--- config.mk ---
export PLATFORM = sky130hd
export DESIGN_NAME = wb_csr_bank_flat
export DESIGN_NICKNAME = d
export VERILOG_FILES = /design/src/rtl/wb_csr_bank_if.sv /design/src/rtl/wb_csr_bank.sv /design/src/flat_wrapper.sv
export SDC_FILE = /design/constraint.sdc
export NUM_CORES = 1
export LEC_CHECK = 0
export CORE_ASPECT_RATIO = 1.25
export CORE_MARGIN = 2
export CORE_UTILIZATION = 30
export DETAILED_ROUTE_END_ITERATION = 7
export REMOVE_ABC_BUFFERS = 1
export SLEW_MARGIN = 0
export SYNTH_ARGS = -nofsm -noshare
export SYNTH_HDL_FRONTEND = slang
export SYNTH_SLANG_ARGS = --single-unit
--- constraint.sdc ---
create_clock -name wb_clk_i -period 2.2 [get_ports wb_clk_i]
set_clock_uncertainty 0.2 [all_clocks]
set_input_delay 0.44 -clock wb_clk_i [delete_from_list [all_inputs] [get_ports wb_clk_i]]
set_output_delay 0.44 -clock wb_clk_i [all_outputs]
set_load 0.05 [all_outputs]
--- src/rtl/wb_csr_bank_if.sv ---
// Wishbone classic slave bundle for wb_csr_bank.
// wbs_err_o exists only when WB_CSR_ERR_EN is defined.
interface wb_csr_bank_if;
    logic        wbs_stb_i;
    logic        wbs_cyc_i;
    logic        wbs_we_i;
    logic [3:0]  wbs_sel_i;
    logic [31:0] wbs_dat_i;
    logic [31:0] wbs_adr_i;
    logic        wbs_ack_o;
    logic [31:0] wbs_dat_o;
`ifdef WB_CSR_ERR_EN
    logic        wbs_err_o;

    modport master (
        output wbs_stb_i, wbs_cyc_i, wbs_we_i, wbs_sel_i, wbs_dat_i, wbs_adr_i,
        input  wbs_ack_o, wbs_dat_o, wbs_err_o
    );
    modport slave (
        input  wbs_stb_i, wbs_cyc_i, wbs_we_i, wbs_sel_i, wbs_dat_i, wbs_adr_i,
        output wbs_ack_o, wbs_dat_o, wbs_err_o
    );
`else
    modport master (
        output wbs_stb_i, wbs_cyc_i, wbs_we_i, wbs_sel_i, wbs_dat_i, wbs_adr_i,
        input  wbs_ack_o, wbs_dat_o
    );
    modport slave (
        input  wbs_stb_i, wbs_cyc_i, wbs_we_i, wbs_sel_i, wbs_dat_i, wbs_adr_i,
        output wbs_ack_o, wbs_dat_o
    );
`endif
endinterface

--- src/rtl/wb_csr_bank.sv ---
// Wishbone CSR bank: NUM_RW byte-lane-writable registers followed by NUM_RO live status words.
// Optional WB_CSR_ERR_EN turns unmapped accesses and status-register writes into wbs_err_o pulses.
module wb_csr_bank #(
    parameter logic [31:0] BASE_ADDR = 32'h3000_0000,
    parameter int          NUM_RW    = 4,
    parameter int          NUM_RO    = 2,
    parameter logic [31:0] RW_RST    = 32'h0000_0000
) (
    input  logic                  wb_clk_i,
    input  logic                  wb_rst_ni,
    wb_csr_bank_if.slave          wbs,
    output logic [32*NUM_RW-1:0]  csr_rw_o,
    output logic [NUM_RW-1:0]     csr_wr_o,
    input  logic [32*NUM_RO-1:0]  csr_ro_i
);
    typedef enum logic [0:0] {
        ST_IDLE = 1'b0,
        ST_RESP = 1'b1
    } state_e;

    state_e                  state_q;
    logic [NUM_RW-1:0][31:0] rw_q;
    logic [NUM_RW-1:0]       wr_q;
    logic                    ack_q;
    logic [31:0]             dat_q;
`ifdef WB_CSR_ERR_EN
    logic                    err_q;
    logic                    err_s;
`endif

    logic [31:0]             offset_s;
    logic [29:0]             word_s;
    logic                    aligned_s;
    logic                    req_s;
    logic [31:0]             lane_mask_s;
    logic [31:0]             rd_data_s;
    logic [NUM_RW-1:0]       rw_hit_s;
    logic [NUM_RO-1:0]       ro_hit_s;

    function automatic logic [31:0] lane_mask(input logic [3:0] sel);
        return {{8{sel[3]}}, {8{sel[2]}}, {8{sel[1]}}, {8{sel[0]}}};
    endfunction

    function automatic logic [31:0] merge_lanes(input logic [31:0] old_val,
                                                input logic [31:0] new_val,
                                                input logic [31:0] mask);
        return (old_val & ~mask) | (new_val & mask);
    endfunction

    // Addresses below BASE_ADDR wrap to huge offsets and so never decode.
    assign offset_s    = wbs.wbs_adr_i - BASE_ADDR;
    assign word_s      = offset_s[31:2];
    assign aligned_s   = (offset_s[1:0] == 2'b00);
    assign req_s       = wbs.wbs_stb_i & wbs.wbs_cyc_i;
    assign lane_mask_s = lane_mask(wbs.wbs_sel_i);

    // Address decode and OR-based read mux; at most one hit bit is set.
    always_comb begin
        rd_data_s = 32'h0000_0000;
        rw_hit_s  = {NUM_RW{1'b0}};
        ro_hit_s  = {NUM_RO{1'b0}};
        for (int i = 0; i < NUM_RW; i++) begin
            rw_hit_s[i] = aligned_s && (word_s == 30'(i));
            rd_data_s   = rd_data_s | ({32{rw_hit_s[i]}} & rw_q[i]);
        end
        for (int j = 0; j < NUM_RO; j++) begin
            ro_hit_s[j] = aligned_s && (word_s == 30'(NUM_RW + j));
            rd_data_s   = rd_data_s | ({32{ro_hit_s[j]}} & csr_ro_i[32*j +: 32]);
        end
    end

`ifdef WB_CSR_ERR_EN
    assign err_s = ~(|rw_hit_s) & (wbs.wbs_we_i | ~(|ro_hit_s));
`endif

    // Bus FSM: commits writes and registers every response output at the accepting edge.
    always_ff @(posedge wb_clk_i or negedge wb_rst_ni) begin
        if (!wb_rst_ni) begin
            state_q <= ST_IDLE;
            ack_q   <= 1'b0;
            dat_q   <= 32'h0000_0000;
            wr_q    <= {NUM_RW{1'b0}};
            for (int i = 0; i < NUM_RW; i++) begin
                rw_q[i] <= RW_RST;
            end
`ifdef WB_CSR_ERR_EN
            err_q   <= 1'b0;
`endif
        end else begin
            case (state_q)
                ST_IDLE: begin
                    if (req_s) begin
                        state_q <= ST_RESP;
                        dat_q   <= wbs.wbs_we_i ? 32'h0000_0000 : (rd_data_s & lane_mask_s);
                        wr_q    <= wbs.wbs_we_i ? rw_hit_s : {NUM_RW{1'b0}};
                        for (int i = 0; i < NUM_RW; i++) begin
                            if (wbs.wbs_we_i && rw_hit_s[i]) begin
                                rw_q[i] <= merge_lanes(rw_q[i], wbs.wbs_dat_i, lane_mask_s);
                            end else begin
                                rw_q[i] <= rw_q[i];
                            end
                        end
`ifdef WB_CSR_ERR_EN
                        ack_q   <= ~err_s;
                        err_q   <= err_s;
`else
                        ack_q   <= 1'b1;
`endif
                    end else begin
                        state_q <= ST_IDLE;
                        ack_q   <= 1'b0;
                        wr_q    <= {NUM_RW{1'b0}};
`ifdef WB_CSR_ERR_EN
                        err_q   <= 1'b0;
`endif
                    end
                end
                ST_RESP: begin
                    state_q <= ST_IDLE;
                    ack_q   <= 1'b0;
                    wr_q    <= {NUM_RW{1'b0}};
`ifdef WB_CSR_ERR_EN
                    err_q   <= 1'b0;
`endif
                end
                default: begin
                    state_q <= ST_IDLE;
                    ack_q   <= 1'b0;
                    wr_q    <= {NUM_RW{1'b0}};
`ifdef WB_CSR_ERR_EN
                    err_q   <= 1'b0;
`endif
                end
            endcase
        end
    end

    assign wbs.wbs_ack_o = ack_q;
    assign wbs.wbs_dat_o = dat_q;
`ifdef WB_CSR_ERR_EN
    assign wbs.wbs_err_o = err_q;
`endif
    assign csr_rw_o      = rw_q;
    assign csr_wr_o      = wr_q;
endmodule
--- src/flat_wrapper.sv ---
// flat-port wrapper written by rule: the top's interface ports become plain ports
module wb_csr_bank_flat 
#(
    parameter logic [31:0] BASE_ADDR = 32'h3000_0000,
    parameter int          NUM_RW    = 4,
    parameter int          NUM_RO    = 2,
    parameter logic [31:0] RW_RST    = 32'h0000_0000
)
  (wb_clk_i, wb_rst_ni, csr_rw_o, csr_wr_o, csr_ro_i, wbs_wbs_stb_i, wbs_wbs_cyc_i, wbs_wbs_we_i, wbs_wbs_sel_i, wbs_wbs_dat_i, wbs_wbs_adr_i, wbs_wbs_ack_o, wbs_wbs_dat_o);
  wb_csr_bank_if wbs_i ();
  input  logic wb_clk_i;
  input  logic wb_rst_ni;
  output logic [32*NUM_RW-1:0] csr_rw_o;
  output logic [NUM_RW-1:0] csr_wr_o;
  input  logic [32*NUM_RO-1:0] csr_ro_i;
  input wire logic [$bits(wbs_i.wbs_stb_i)-1:0] wbs_wbs_stb_i;
  input wire logic [$bits(wbs_i.wbs_cyc_i)-1:0] wbs_wbs_cyc_i;
  input wire logic [$bits(wbs_i.wbs_we_i)-1:0] wbs_wbs_we_i;
  input wire logic [$bits(wbs_i.wbs_sel_i)-1:0] wbs_wbs_sel_i;
  input wire logic [$bits(wbs_i.wbs_dat_i)-1:0] wbs_wbs_dat_i;
  input wire logic [$bits(wbs_i.wbs_adr_i)-1:0] wbs_wbs_adr_i;
  output wire logic [$bits(wbs_i.wbs_ack_o)-1:0] wbs_wbs_ack_o;
  output wire logic [$bits(wbs_i.wbs_dat_o)-1:0] wbs_wbs_dat_o;
  assign wbs_i.wbs_stb_i = wbs_wbs_stb_i;
  assign wbs_i.wbs_cyc_i = wbs_wbs_cyc_i;
  assign wbs_i.wbs_we_i = wbs_wbs_we_i;
  assign wbs_i.wbs_sel_i = wbs_wbs_sel_i;
  assign wbs_i.wbs_dat_i = wbs_wbs_dat_i;
  assign wbs_i.wbs_adr_i = wbs_wbs_adr_i;
  assign wbs_wbs_ack_o = wbs_i.wbs_ack_o;
  assign wbs_wbs_dat_o = wbs_i.wbs_dat_o;
  wb_csr_bank #(.BASE_ADDR(BASE_ADDR), .NUM_RW(NUM_RW), .NUM_RO(NUM_RO), .RW_RST(RW_RST)) u_core (.wb_clk_i(wb_clk_i), .wb_rst_ni(wb_rst_ni), .wbs(wbs_i), .csr_rw_o(csr_rw_o), .csr_wr_o(csr_wr_o), .csr_ro_i(csr_ro_i));
endmodule
; ---- Word level (Yosys, flattened, before mapping)
; Cells that the tools add are included.
[totals]
regBits = 165
out_inout_bits = 165
[op_classes]
n_reduce_logical = 17
muxes = 6
n_eq_ne = 5
addsub = 1
n_bitwise = 24
[op_table]
columns = op, count
row1 = bitwise AND 32 bit, 12
row2 = bitwise OR 32 bit, 9
row3 = == test 30 x 2 -> 1 bit (second input constant), 2
row4 = == test 30 x 3 -> 1 bit (second input constant), 2
row5 = 2-to-1 mux 32 bit, 1
row6 = inverter 32 bit, 1
row7 = subtractor 32 x 30 -> 32 bit (second input constant), 1
row8 = == test 30 x 1 -> 1 bit (second input constant), 1
row9 = logical NOT 30 bit, 1
row10 = AND reduction 3 bit, 4
row11 = logical AND 1 bit, 10
row12 = 2-to-1 mux 4 bit, 2
row13 = one-hot mux 4 bit (2 select lines), 1
row14 = logical NOT 2 bit, 1
row15 = one-hot mux 1 bit (2 select lines), 1
row16 = AND reduction 2 bit, 1
row17 = bitwise AND 1 bit, 1
row18 = 2-to-1 mux 1 bit, 1
row19 = inverter 1 bit, 1

; ---- Longest topological paths before layout
; Gate-level depths: netlist of the first run.
[depth]
word_depth = 11
mapped_depth = 7
depth_no_buf = 5

; ---- Worst setup path before layout of the first run
; OpenSTA, ideal clock, no wires.
[synth_path]
path_type = input -> register
from = in wbs_wbs_adr_i[5]
to = reg (tool-made name)
required_ns = 1.875
cell_stages = 7
path_buffers = 2
path_slack_ns = -0.202
setup_ns = 0.125
t_arrival_ns = 2.077
cell_sequence = or4_4 buf_6 nor2_4 and4b_1 buf_6 nand3_4 mux2_4
[synth_lines]
columns = item, line
row1 = start: declaration, flat_wrapper.sv:21  ; input wire logic [$bits(wbs_i.wbs_adr_i)-1:0] wbs_wbs_adr_i;

==> results.txt, run 1 <==
----------------------------------------------------
[CTS]
  Number of buffers between clock root and the deepest sink ... 2
  TritonCTS buffer count ... 17
  Clock network latency to the later pin of the worst-skew pair ... 0.43 ns
  Number of clock sinks ... 165
  TritonCTS clock tree ... built
  Clock-pin slew on the worst setup and hold paths ... 0.07 ns
  Total number of H-tree levels ... 4
  Root buffer selected by CTS ... clkbuf_16

[Worst setup path]
  Number of cells on the worst reg-to-reg path ... 6
  Critical path data arrival time ... 2.25 ns
  Crit path cell chain ... dlygate4sd2_1, nor4_2, and4_4, and4b_2, buf_6, nand3_4, mux2_4
  Critical-path maximum fanout ... 8
  Critical path buffer and inverter count ... 2
  Top cell family by delay on the critical path ... simple AND/OR/NAND/NOR gates
  Launch point of the worst path ... wbs_wbs_adr_i[11]
  Required time worst endpoint ... 2.30 ns
  Origin of the critical flop-to-flop path ... u_core.state_q
  Type of destination of the critical path ... flip-flop
  Worst setup SP type ... primary input
  Critical Setup Path Class ... primary input to flip-flop
  Slowest-stage cell, CP ... mux2_4
  Slowest Stage Delay on Critical Path ... 0.37 ns
  Flop-to-flop setup slack ... 0.17 ns
  Number of stages on the worst setup path ... 7

[Layout]
  Fin util ... 0.466
  Area growth from synthesis to layout ... 52.2%
  Final cell count without fillers ... 1296
  Count of fill cells added during filler insertion ... 2532
  Layout net count ... 1073
  Fraction of final layout cells sized beyond drive strength 1 ... 0.413
  Area used by multi-input combinational logic ... 0.00404 mm2
  Sequential Area ... 0.00413 mm2

[Synthesis]
  Number of synthesized flops with an enable pin ... 0
  Mapped Cells ... 572
  Most instantiated flip-flop cell in the synthesis netlist ... dfrtp_1
  Largest area contributor in the netlist ... dfrtp_1
  Distinct cells, synth ... 40
  Mean Syn Cell Area ... 14.5 um2
  Seq cells post-synth ... 165
  Synthesized cell area ... 0.00827 mm2
  Proportion of register bits with asynchronous set or reset after synthesis ... 1.00
  Yosys synthesis warning count ... 0
  Share of Yosys cell area claimed by the top area cell type ... 0.499
  Cell types occupying the most area after synthesis ... dfrtp_1 (50%), mux2_4 (17%), mux2_2 (7.2%)
  Sequential cell area fraction in the yosys report ... 0.499

[Detailed routing]
  DRC errors left ... 0
  Detailed Routing Iterations Pass 1 ... 5
  Post-DR wirelength/cell ... 22.8 um
  Initial detailed-routing violation count ... 280
  Final wirelength ... 29600 um
  Total vias in the final route ... 6397
  Routed vias/inst ... 4.94
  Met1 WL ... 12900 um
  Wire length on met3 ... 1300 um
  Top routing layer used ... met4
  Number of nets with antenna violations after routing ... 0
  Routed wire length on met2 ... 14900 um

[Timing]
  Time the final worst path needs with I/O delays and setup ... 2.15 ns
  Final setup violation count ... 0
  Relative max-transition margin ... 0.643
  WHS ... 0.212 ns
  Total Negative Setup Slacks ... 0 ns
  Slew Limit Fails ... 0
  Tightest Pin Transition ... 0.538 ns
  Portion of the clock cycle consumed by the worst path in the final layout ... 0.976
  Unrepaired setup endpoints after global routing ... true
  Maximum clock frequency ... 466 MHz
  Final Hold Viols ... 0

[Global routing]
  Number of antenna violations at the first check in global routing ... 1
  Overall global routing resource usage ... 0.203
  First-pass GRT wire length ... 44200 um
  Via count of the first global-routing pass ... 6932
  Congestion Overflow GR ... 0
  Pin count of the biggest net entering global routing ... 46

[Floorplanning]
  Io pins ... 302
  Number of placement rows ... 67
  Chip Width ... 152 um
  Die outline area ... 0.0289 mm2
  Chip Height ... 190 um
  Effective utilization at floorplan ... 0.306
  Total core area ... 0.0270 mm2

[Power and ir drop]
  Leakage component of the power ... 6.39 nW
  Maximum vdd ir drop ... 0.472 mV
  Net switching share of the total power ... 0.246
  Reg power frac ... 0.448
  Switching Power ... 1.67 mW
  Portion of total power attributed to the clock network ... 0.459
  Internal Pwr Total ... 5.11 mW
  PnR Total Power ... 6.78 mW
  Total power density per cell area ... 538 mW/mm2
  Relative contribution of combinational cells to total power ... 0.093

[Hold path]
  Worst Hold Class ... primary input to flip-flop

[Outcome]
  Result of the run ... finished clean

[Placement]
  Placed Instances ... 1259
  Port buffer count ... 301
  Final GP Congestion ... 0.772
  Sum of net half-perimeters after detailed placement ... 21800 um

[Run]
  Max Cap Violations ... 0

----------------------------------------------------
## metrics by stage
stage	setup WS (ns)	instance area [um2]
final	0.0536	12600
after global routing	-0.0410	12600
after CTS	0.00177	12600
after detailed placement	-0.768	12000
after global placement	-0.752	12000
after floorplan	-0.734	8110
## synth_stat cells, drive strengths merged (4+ instances only)
| cell type | number |
|---|---|
| buf | 15 |
| nor4 | 7 |
| nand4 | 4 |
| o22a | 9 |
| dfrtp | 165 |
| nor2 | 16 |
| a22oi | 34 |
| a221oi | 4 |
| and3 | 4 |
| and2 | 15 |
| nand3 | 21 |
| nand2 | 20 |
| o21ai | 27 |
| mux2 | 149 |
| a221o | 5 |
| clkbuf | 17 |
| mux4 | 19 |
| a41oi | 9 |
| a22o | 6 |
## placed cells by master (no fill, tap or decap), types with 13 or more instances in the layout
cell type	netlist	routed
dfrtp_1	165	165
buf_4	2	144
clkdlybuf4s50_1	0	105
dlygate4sd2_1	0	101
mux2_4	96	96
mux2_2	53	53
a22oi_1	34	34
o21ai_0	27	27
nand2_1	20	20
mux4_2	19	19
clkbuf_16	0	17
nand3_4	16	16
and2_1	15	15
nor2_1	15	13
## area by class of cell
class | count | area share
multi-input cells | 373 | 0.321
well taps | 345 | 0.0343
clock buffers | 19 | 0.0352
clock inverters | 13 | 0.0132
inverters | 2 | 0.000596
diodes | 2 | 0.000398
flip-flops and latches | 165 | 0.328
repair buffers | 377 | 0.267
## cell families after synthesis
| group | count (synthesis) | synth area share |
|---|---|---|
| multiplexers | 171 | 0.302 |
| flip-flops | 165 | 0.499 |
| AND/OR/NAND/NOR | 102 | 0.0911 |
| AO/OA/AOI/OAI | 100 | 0.0876 |
| buffers and inverters | 34 | 0.0201 |
## per-layer routing
layer  vias up  track usage
met5         -            0
met4         0       0.0545
met3        27       0.0390
met2       206        0.351
met1      3228        0.261
li1       2936            -
## tightest hold or removal path: stages
cell     delay, ns
buf_4         0.11
buf_12        0.17
nor3b_1       0.07
## worst min path at each step
stage / startpoint / end / slack, ns / cells past startpoint
after detailed placement: wb_rst_ni / u_core.wbs.wbs_dat_o[4] / 0.21 / 1
final: wbs_wbs_adr_i[2] / u_core.csr_wr_o[2] / 0.21 / 3
after CTS: wbs_wbs_adr_i[2] / u_core.csr_wr_o[2] / 0.19 / 3
after global routing: wbs_wbs_adr_i[2] / u_core.csr_wr_o[2] / 0.21 / 3
after floorplan: wb_rst_ni / async pin / -0.06 / 0
after global placement: wb_rst_ni / u_core.wbs.wbs_dat_o[4] / 0.21 / 1
## power by group through the flow
stage,registers [mW],logic (mW),clock network [mW]
CTS,3.03,0.640,3.20
floorplan,3.10,0.0969,0
global placement,3.09,0.646,0
finish,3.03,0.633,3.11
detailed placement,3.09,0.647,0
global route,3.03,0.682,3.33
## timing repair
item | CTS | global route
endpoints found under the hold margin | 39 | 0
buffers inserted | 2 | 0
pin swaps | 14 | 11
setup endpoints to repair | 217 | 93
hold buffers | 1 | 0
resized for setup | 128 | 19
(Power assumes the default switching activity.)
==> inputs of run 2 (changes only) <==
- SKIP_CTS_REPAIR_TIMING: not set -> 1
==> run 2 against run 1 <==
Net effect:
- cell count is 0.15% lower
- sequential power hardly changed
- clock power hardly changed
- first-iteration DRC count is 2.1% lower
- non-clock buffer count stayed put
- wire length is 0.49% higher
- sequential share of layout area is 1.0 points lower
- global-route usage is 0.059 points lower
- fmax is 1.1% higher
- core utilization is 1.5 points higher
- flip-flop and latch count stayed put
- critical path type unchanged
- highest routed layer unchanged
==> results.txt, run 2 (same netlist as run 1, synthesis figures left out) <==
----------------------------------------------------
[Outcome]
  Result of the run ... finished clean (unchanged)

[Worst setup path]
  Critical-path maximum fanout ... 8 (unchanged)
  Worst setup SP type ... primary input (unchanged)
  Critical Setup Path Class ... primary input to flip-flop (unchanged)
  Required time worst endpoint ... 2.31 ns (was 2.30 ns)
  Critical path data arrival time ... 2.23 ns (was 2.25 ns)
  Type of destination of the critical path ... flip-flop (unchanged)

[Detailed routing]
  Initial detailed-routing violation count ... 274 (was 280)
  Final wirelength ... 29800 um (was 29600 um)
  Post-DR wirelength/cell ... 23.0 um (was 22.8 um)
  DRC errors left ... 0 (unchanged)
  Total vias in the final route ... 6379 (was 6397)
  Number of nets with antenna violations after routing ... 0 (unchanged)
  Detailed Routing Iterations Pass 1 ... 4 (was 5)
  Routed vias/inst ... 4.93 (was 4.94)

[Timing]
  Slack of the critical path ... 0.0770 ns (was 0.0536 ns)
  Portion of the clock cycle consumed by the worst path in the final layout ... 0.965 (was 0.976)
  Final Hold Viols ... 0 (unchanged)
  Relative max-transition margin ... 0.637 (was 0.643)
  Time the final worst path needs with I/O delays and setup ... 2.12 ns (was 2.15 ns)
  Final setup violation count ... 0 (unchanged)
  Tightest Pin Transition ... 0.544 ns (was 0.538 ns)
  Slew Limit Fails ... 0 (unchanged)
  Maximum clock frequency ... 471 MHz (was 466 MHz)

[Power and ir drop]
  Relative contribution of combinational cells to total power ... 0.095 (was 0.093)
  Total power density per cell area ... 523 mW/mm2 (was 538 mW/mm2)
  Internal Pwr Total ... 5.12 mW (was 5.11 mW)
  Switching Power ... 1.68 mW (was 1.67 mW)
  Maximum vdd ir drop ... 0.475 mV (was 0.472 mV)
  Net switching share of the total power ... 0.247 (was 0.246)
  Reg power frac ... 0.446 (was 0.448)
  Portion of total power attributed to the clock network ... 0.459 (about the same)
  Leakage component of the power ... 7.80 nW (was 6.39 nW)

[Global routing]
  First-pass GRT wire length ... 44100 um (was 44200 um)
  Gr busiest metal ... met2 (unchanged)
  Congestion Overflow GR ... 0 (unchanged)
  Pin count of the biggest net entering global routing ... 46 (unchanged)
  Met2 track demand over resource in global routing ... 0.350 (was 0.351)
  Overall global routing resource usage ... 0.202 (was 0.203)
  Number of antenna violations at the first check in global routing ... 0 (was 1)
  Met3 Usage GRT ... 0.0385 (was 0.0390)
  Met1 capacity usage during global routing ... 0.262 (was 0.261)
  Via count of the first global-routing pass ... 6910 (was 6932)

[Placement]
  Final GP Congestion ... 0.772 (unchanged)
  Worst setup slack before clock tree synthesis ... -0.768 ns (unchanged)
  Port buffer count ... 301 (unchanged)
  Sum of net half-perimeters after detailed placement ... 21800 um (unchanged)

[Layout]
  Diodes inserted ... 0 (was 2)
  Fin util ... 0.482 (was 0.466)
  Area growth from synthesis to layout ... 57.2% (was 52.2%)
  Layout net count ... 1073 (unchanged)
  Most common cell after layout, fill and taps aside ... dfrtp_1 (unchanged)
  Fraction of final layout cells sized beyond drive strength 1 ... 0.411 (was 0.413)
  Commonest cells after routing, fill and taps aside ... dfrtp_1 (165), buf_4 (144), dlymetal6s2s_1 (112), clkdlybuf4s50_1 (105), mux2_4 (96) (was dfrtp_1 (165), buf_4 (144), clkdlybuf4s50_1 (105), dlygate4sd2_1 (101), mux2_4 (96))

[Floorplanning]
  Total core area ... 0.0270 mm2 (unchanged)
  Effective utilization at floorplan ... 0.306 (unchanged)
  Chip Width ... 152 um (unchanged)
  Die outline area ... 0.0289 mm2 (unchanged)
  Number of placement rows ... 67 (unchanged)
  Io pins ... 302 (unchanged)
  Chip Height ... 190 um (unchanged)

[Hold path]
  Worst Hold Class ... primary input to flip-flop (unchanged)

[CTS]
  Number of buffers between clock root and the deepest sink ... 2 (unchanged)
  Number of clock sinks ... 165 (unchanged)
  TritonCTS buffer count ... 17 (unchanged)
  Total number of H-tree levels ... 4 (unchanged)
  TritonCTS clock tree ... built (unchanged)
  Clock-pin slew on the worst setup and hold paths ... 0.07 ns (about the same)
  Clock network latency to the later pin of the worst-skew pair ... 0.43 ns (about the same)
  Root buffer selected by CTS ... clkbuf_16 (unchanged)

[Run]
  Max Cap Violations ... 0 (unchanged)

----------------------------------------------------
run 2: final timing paths:
path | slack, ns | to | from | depth (start not counted)
setup / recovery | 0.08 | flip-flop | wbs_wbs_adr_i[17] | 7
hold / removal | 0.21 | u_core.csr_wr_o[2] | wbs_wbs_adr_i[2] | 3
setup reg to reg | 0.16 | flip-flop | u_core.state_q | 6
hold reg to reg | 0.27 | u_core.wbs.wbs_dat_o[14] | u_core.wbs.wbs_dat_o[14] | 2
max in group asynchronous | 0.83 | async pin | wb_rst_ni | 3
min in group asynchronous | 0.32 | u_core.wbs.wbs_dat_o[4] | wb_rst_ni | 2
run 2: area by class of cell:
type                       count  area (um2)
clock buffer                  19         443
clock inverter                13         166
fill                        2462       14000
inverter                       2        7.51
multi-input combinational    373        4050
sequential                   165        4130
tap                          345         432
timing repair buffer         377        3770
run 2: power groups by stage:
stage	logic [mW]	registers (mW)	clock network, mW
6_report	0.645	3.03	3.12
5_1_grt	0.693	3.03	3.33
4_1_cts	0.652	3.03	3.20
3_5_place_dp	0.647	3.09	0
3_3_place_gp	0.646	3.09	0
2_1_floorplan	0.0969	3.10	0
run 2: critical path, stage by stage:
cell and delay, ns:
clkdlybuf4s50_1 0.40, nor2_1 0.11, and4_4 0.25, and4b_2 0.28, buf_6 0.15, nand3_4 0.22, mux2_4 0.37
run 2: stage by stage:
stage	total power [mW]	hold WS [ns]	std cells	area (um2)	setup TNS [ns]
after floorplan	3.19	-0.0556	540	8110	-93.43
after global placement	3.74	0.214	1259	12000	-97.88
after detailed placement	3.74	0.212	1259	12000	-101.45
after CTS	6.88	-0.257	1291	12600	-37.56
after global routing	7.06	0.214	1294	13000	-0.0323
final	6.80	0.209	1294	13000	0
run 2: routing by layer:
layer | vias up | share of wire
li1 | 2936 | -
met1 | 3204 | 0.43
met2 | 206 | 0.50
met3 | 33 | 0.044
met4 | 0 | 0.017
met5 | - | 0
==> inputs of run 3 (changes only) <==
- CAP_MARGIN: not set -> 20
==> results of run 3 <==
No change in the layout: final DEF, timing and power equal those of run 2.
